File: config.mk
export PLATFORM = sky130hd
export DESIGN_NAME = x_loader
export DESIGN_NICKNAME = d
export VERILOG_FILES = /design/src/rtl/x_loader.sv
export SDC_FILE = /design/constraint.sdc
export NUM_CORES = 1
export LEC_CHECK = 0
export CAP_MARGIN = 10
export CORE_UTILIZATION = 30
export CTS_CLUSTER_SIZE = 24
export DETAILED_ROUTE_END_ITERATION = 10
export RECOVER_POWER = 25
export REMOVE_ABC_BUFFERS = 1
export SLEW_MARGIN = 20
export SYNTH_ARGS = -nofsm -noshare
export SYNTH_HDL_FRONTEND = slang
export SYNTH_SLANG_ARGS = --single-unit
File: constraint.sdc
create_clock -name clk -period 2.61 [get_ports clk]
set_input_delay 0.3915 -clock clk [delete_from_list [all_inputs] [get_ports clk]]
set_output_delay 0.3915 -clock clk [all_outputs]
set_load 0.005 [all_outputs]
File: src/rtl/x_loader.sv
// x_loader: streams one sample (sx words) from the x BRAM onto the shared bus
// and strobes the matching input shift-register write enables.
module x_loader #(
  parameter int unsigned a      = 32,
  parameter int unsigned n      = 16,
  parameter int unsigned sx     = 5,
  parameter int unsigned RD_LAT = 1
) (
  input  logic          clk,
  input  logic          rst,
  input  logic          start,
  input  logic [a-1:0]  sample,
  output logic          bus_req,
  input  logic          bus_gnt,
  output logic [a-1:0]  x_addr,
  output logic          e_x,
  output logic [sx-1:0] in_we,
  output logic          busy,
  output logic          done
);

  localparam int unsigned KW = (sx > 1) ? $clog2(sx) : 1;
  localparam int unsigned DW = (RD_LAT > 1) ? $clog2(RD_LAT) : 1;
  localparam logic [KW-1:0] K_LAST = KW'(sx - 1);
  localparam logic [DW-1:0] D_LAST = DW'(RD_LAT - 1);

  typedef enum logic [2:0] {
    IDLE  = 3'd0,
    REQ   = 3'd1,
    READ  = 3'd2,
    DRAIN = 3'd3,
    DONE  = 3'd4
  } state_t;

  state_t          state;
  state_t          state_nxt;
  logic [a-1:0]    base;
  logic [KW-1:0]   k;
  logic [KW-1:0]   k_nxt;
  logic [DW-1:0]   dcnt;
  logic [DW-1:0]   dcnt_nxt;
  logic [RD_LAT-1:0] dl_vld;
  logic [KW-1:0]   dl_idx [RD_LAT];
  logic            active;
  logic            gnt_lost;
  logic            issue;

  // State, issue counter and drain counter registers.
  always_ff @(posedge clk or posedge rst) begin
    if (rst) begin
      state <= IDLE;
      k     <= '0;
      dcnt  <= '0;
    end else begin
      state <= state_nxt;
      k     <= k_nxt;
      dcnt  <= dcnt_nxt;
    end
  end

  // Sample base address, captured when a load is accepted.
  always_ff @(posedge clk or posedge rst) begin
    if (rst) begin
      base <= '0;
    end else if (state == IDLE && start) begin
      base <= sample * a'(sx);
    end
  end

  // Next-state and counter logic; grant loss restarts the sample from word 0.
  always_comb begin
    state_nxt = state;
    k_nxt     = k;
    dcnt_nxt  = dcnt;
    case (state)
      IDLE: begin
        k_nxt    = '0;
        dcnt_nxt = '0;
        if (start) state_nxt = REQ;
        else       state_nxt = IDLE;
      end
      REQ: begin
        k_nxt    = '0;
        dcnt_nxt = '0;
        if (bus_gnt) state_nxt = READ;
        else         state_nxt = REQ;
      end
      READ: begin
        if (!bus_gnt) begin
          state_nxt = REQ;
          k_nxt     = '0;
        end else if (k == K_LAST) begin
          state_nxt = DRAIN;
        end else begin
          k_nxt = k + KW'(1);
        end
      end
      DRAIN: begin
        if (!bus_gnt) begin
          state_nxt = REQ;
          k_nxt     = '0;
          dcnt_nxt  = '0;
        end else if (dcnt == D_LAST) begin
          state_nxt = DONE;
        end else begin
          dcnt_nxt = dcnt + DW'(1);
        end
      end
      DONE: begin
        state_nxt = IDLE;
        k_nxt     = '0;
        dcnt_nxt  = '0;
      end
      default: begin
        state_nxt = IDLE;
        k_nxt     = '0;
        dcnt_nxt  = '0;
      end
    endcase
  end

  // Output decode; e_x and in_we drop in the same cycle the grant is lost.
  always_comb begin
    active   = (state == READ) || (state == DRAIN);
    gnt_lost = active && !bus_gnt;
    issue    = (state == READ) && bus_gnt;
    bus_req  = active || (state == REQ);
    e_x      = active && bus_gnt;
    busy     = (state != IDLE);
    done     = (state == DONE);
    if (active) x_addr = base + a'(k);
    else        x_addr = '0;
    in_we = '0;
    if (e_x && dl_vld[RD_LAT-1]) in_we[dl_idx[RD_LAT-1]] = 1'b1;
    else                         in_we = '0;
  end

  // Delay line matching BRAM read latency: tracks which word each issued address loads.
  always_ff @(posedge clk or posedge rst) begin
    if (rst) begin
      dl_vld <= '0;
      for (int i = 0; i < RD_LAT; i++) dl_idx[i] <= '0;
    end else if (gnt_lost) begin
      dl_vld <= '0;
    end else begin
      dl_vld[0] <= issue;
      dl_idx[0] <= k;
      for (int i = 1; i < RD_LAT; i++) begin
        dl_vld[i] <= dl_vld[i-1];
        dl_idx[i] <= dl_idx[i-1];
      end
    end
  end

  a_we_onehot: assert property (@(posedge clk) disable iff (rst) $onehot0(in_we));
  a_we_needs_ex: assert property (@(posedge clk) disable iff (rst) (in_we != '0) |-> e_x);
  a_ex_needs_req: assert property (@(posedge clk) disable iff (rst) e_x |-> bus_req);
  a_done_shape: assert property (@(posedge clk) disable iff (rst) done |-> (busy && !bus_req && !e_x));
  a_width_sane: assert property (@(posedge clk) disable iff (rst) busy |-> (n > 0));

endmodule

Yosys cells after proc, flatten, opt, wreduce, memory -nomap -nowiden:

Index checks and enable logic that the tools add are counted.

* register bits: 43
* output and inout bits: 41
* input port bits: 36
* logic and storage cells: 53

* muxes and demuxes: 19
* order comparisons: 2
* add/sub/neg operators: 3
* reduce and logical (&&, ||, !) cells: 13
* equal/unequal tests: 9
* multiply operators: 1

Operator list (count)
* $add A32 B3 Y32: 1
* $mul A32 B3 Y32 const B: 1
* $mux W32: 1
* $mux W3: 7
* $pmux W3 S4: 1
* $ne A3 B3 Y1 const B: 3
* $eq A3 B2 Y1 const B: 2
* $eq A3 B3 Y1 const B: 2
* $logic_and A1 B1 Y1: 6
* $pmux W3 S2: 1
* $mux W1: 5
* $mux W5: 1
* $lt A3 B4 Y1 const B: 1
* $reduce_and A2 Y1: 2
* $add A3 B1 Y3 const B: 1
* $demux W1 S3: 1
* $eq A3 B1 Y1 const B: 1
* $ge A3 B1 Y1 const B: 1
* $logic_not A3 Y1: 1
* $reduce_bool A3 Y1: 1
* $logic_or A1 B1 Y1: 2
* $mux W2: 1
* $ne A2 B2 Y1 const B: 1
* $pmux W1 S2: 1
* 2 further kinds: 2

Longest topological paths before layout:

* word-level depth: 5
* depth in mapped cells: 10

Least setup slack after synthesis:

No wires, ideal clock.

* kind: in2reg
* start: input sample[1]
* end: register base[31]
* required time: 2.479 ns
* cell stages on the path: 10
* setup slack: -0.213 ns
* arrival time: 2.692 ns
* cell sequence: ha_1 > ha_1 > fa_1 > a211o_1 > a211oi_4 > a211oi_4 > a311oi_4 > a22o_1 > xnor2_1 > o21ai_1

* word-level cells in the longest chain between the ends: 1

RTL lines
* start, declared: line 12 `input logic [a-1:0] sample,`
* $mul A32 B3 Y32: line 66 `base <= sample * a'(sx);`
* end signal, assigned: line 66
* end, declared: line 37 `logic [a-1:0] base;`

Every way passes these cells.
A chain may end at the register's enable or synchronous reset.

Final worst setup path:

* start: register base[0]
* end: output x_addr[26]

* word-level cells in the longest chain between the ends: 2

RTL lines
* $add A32 B3 Y32: line 131 `if (active) x_addr = base + a'(k);`
* $mux W32: line 131
* end, declared: line 15 `output logic [a-1:0] x_addr,`

Every way passes these cells.

==> metrics <==
status complete, but fails checks; violated checks setup timing; sequential area share after synthesis 0.236; Synth top area share 0.236; DRT antenna net count 0; router iterations before antenna repair 4; global-route usage over all layers 0.168; CORE AREA 14500 um2; count of hold-fix buffers inserted at cts 0; Total Power 4.51 mW; vias in the first global route 4502; Iteration-0 DRC Markers 149; largest family of logic cells by synthesized area simple AND/OR/NAND/NOR gates; Post-synth ARST share 1.00; nets 838; Yosys top cell by area dfrtp_1; CP Depth 11; H-tree depth 2; via density per instance 5.00; placed cell count 898; Hold Path Depth 2; slew margin rel. 0.301; EDFF count, synth 0; predominant post-synthesis flop cell dfrtp_1; CTS clk-pin slew, worst paths 0.06 ns; post-synthesis sequential element count 42; die height 124 um; RSZ-0062 raised after global routing yes; synthesized cell area 4440 um2; crit path DAT 2.70 ns; share of layout cells above drive strength 1 0.404; nature of the critical path endpoint output port; Vias 4606; # IOs 77; mux cell area share after synthesis 0.0200; Final GP Congestion 0.864; average size of a mapped cell 8.35 um2; DIE AREA 15300 um2; simple logic cell fraction of the synthesized area 0.231; initial antenna violation count 0; Leakage 3.22 nW; total negative slack -5.44 ns; Placed Area 6300 um2; IO buf count 76; count leader, synth ha_1; fmax 0.323 GHz; Compound-Gate Fraction of Synth Area 0.201; Critical Path Start Type flip-flop; Row Count 44; final hold viol count 0; dpl hpwl 9.78 mm; Worst Skew 0.00312 ns; Crit path largest cell delay 0.41 ns; Gate Count Post-Synth 532; Worst EP required 2.22 ns; Period minus WS final 3.09 ns; crit share post-route 1.18; ordered list of cells on the worst path ha_2 -> inv_2 -> fa_2 -> nor2b_4 -> o21ai_4 -> nor4_4 -> buf_4 -> nand2_4 -> or3_1 -> a21oi_2 -> buf_2; root buf cell clkbuf_16; global-route wire length before repair 20.7 mm; largest net degree at the start of global routing 43; Syn. warnings 0; Multi-input gate area 4110 um2; Worst Path Class, Setup reg -> out; CTS max path bufs 2; DR DRC count 0; FF/Latch Area 1050 um2; Wirelength per Cell 14.0 um; pwr dens 619 nW/um2; Synth Area in XOR/XNOR 0.0985; Worst Reg-to-Reg Cells 6; grt ovf 0; measured slew at the worst slew-check pin 1.05 ns; Num CTS Buffers 5; fin worst setup slack -0.482 ns; Min-Delay Path Class in -> reg; Worst Path Buf+Inv 3; max-slew violation count 0; Die Wd 124 um; Worst path slowest cell fa_2; CTS tree built; Distinct cells, synth 63; Antenna Cells 0; clk_lat worst skew 0.28 ns; max-capacitance violation count 0; Post-synth top cells ha_1, nand2_1, nor2_1; Final Instance Area 7290 um2; Final Non-Filler Cells 922; Initial Util 0.307; Fillers 1290; Layout area overhead 64.0%; Adder-Cell Fraction of Synth Area 0.184; crit path max fanout 4; VDD IR max 0.311 mV; Routed WL 12.9 mm; Clock Sinks 42; # setup viols final 24; ranking of synthesized cells by area dfrtp_1, ha_1, xnor2_1; CP delay by family, top simple AND/OR/NAND/NOR gates
## where the power goes
part / switching [mW] / total [mW] / internal, mW
Combinational: 1.36 / 2.76 / 1.41
Sequential: 0.247 / 1.17 / 0.925
Clock: 0.228 / 0.578 / 0.349
Total: 1.83 / 4.51 / 2.68
## area by class of cell
type | count | share of cell area
clock buffers | 7 | 0.0182
flip-flops and latches | 42 | 0.144
inverters | 17 | 0.00876
repair buffers | 214 | 0.234
well taps | 184 | 0.0316
multi-input cells | 458 | 0.564
## final timing paths
kind / to / slack [ns] / startpoint
max reg2reg: base[30] / 0.78 / state[0]
min in group asynchronous: state[2] / 0.89 / rst
min reg2reg: base[31] / 0.50 / base[31]
max in group asynchronous: base[13] / 1.07 / rst
min: base[0] / 0.39 / sample[0]
max: x_addr[26] / -0.48 / base[0]
## stage by stage
| step | utilization | hold WS (ns) | setup slack (ns) |
|---|---|---|---|
| 4_1_cts | 0.483 | 0.391 | -0.293 |
| 3_5_place_dp | 0.435 | 0.499 | -0.807 |
| 6_report | 0.503 | 0.391 | -0.482 |
| 2_1_floorplan | - | 0.476 | -0.267 |
| 3_3_place_gp | 0.435 | 0.498 | -0.766 |
| 5_1_grt | 0.503 | 0.402 | -0.597 |
## worst reg2reg max path: stages, from the launching register on
cell and delay (ns):
dfrtp_1 0.47, nor2_1 0.20, nand3b_1 0.21, buf_12 0.23, nor2_1 0.12, or4b_1 0.43
nand3_1 0.09
## cells in the final DEF, fill, tap and decap left out, types with 7 or more instances in the layout
cell	count
nor3_1	8
dlygate4sd2_1	16
o21a_1	7
ha_1	24
dfrtp_1	42
buf_6	14
clkbuf_2	8
xnor2_1	25
clkdlybuf4s50_1	20
ha_4	37
o21ai_1	12
xor2_1	21
nand4_1	10
nand3_1	11
inv_1	16
a21oi_1	22
buf_4	122
o21ai_0	27
a21o_1	10
a21oi_2	10
buf_2	25
nor2_1	49
mux2_2	7
nand2_1	52
## kinds of logic after synthesis
group	after synthesis
AND/OR/NAND/NOR	204
XOR/XNOR	50
adder cells (fa/ha/maj)	64
buffers and inverters	32
flip-flops	42
multiplexers	8
AO/OA/AOI/OAI	132
## layer usage
metal / up-vias / GRT usage / wire length, um
met5: - / 0 / 0
met4: 0 / 0.0550 / 218
met3: 15 / 0.0188 / 391
met2: 91 / 0.285 / 6250
met1: 2174 / 0.220 / 6010
li1: 2326 / - / -
## flip-flops by register name, indices dropped and copies added, names as in the netlist
register and cells:
k 3, base 32, state 3, dl_idx 3, dl_vld 1
## timing repair
action | in CTS | in global routing
pin swaps | 65 | 43
setup endpoints to repair | 50 | 43
buffers inserted | 13 | 6
resized for setup | 215 | 66
(Power assumes the default switching activity.)
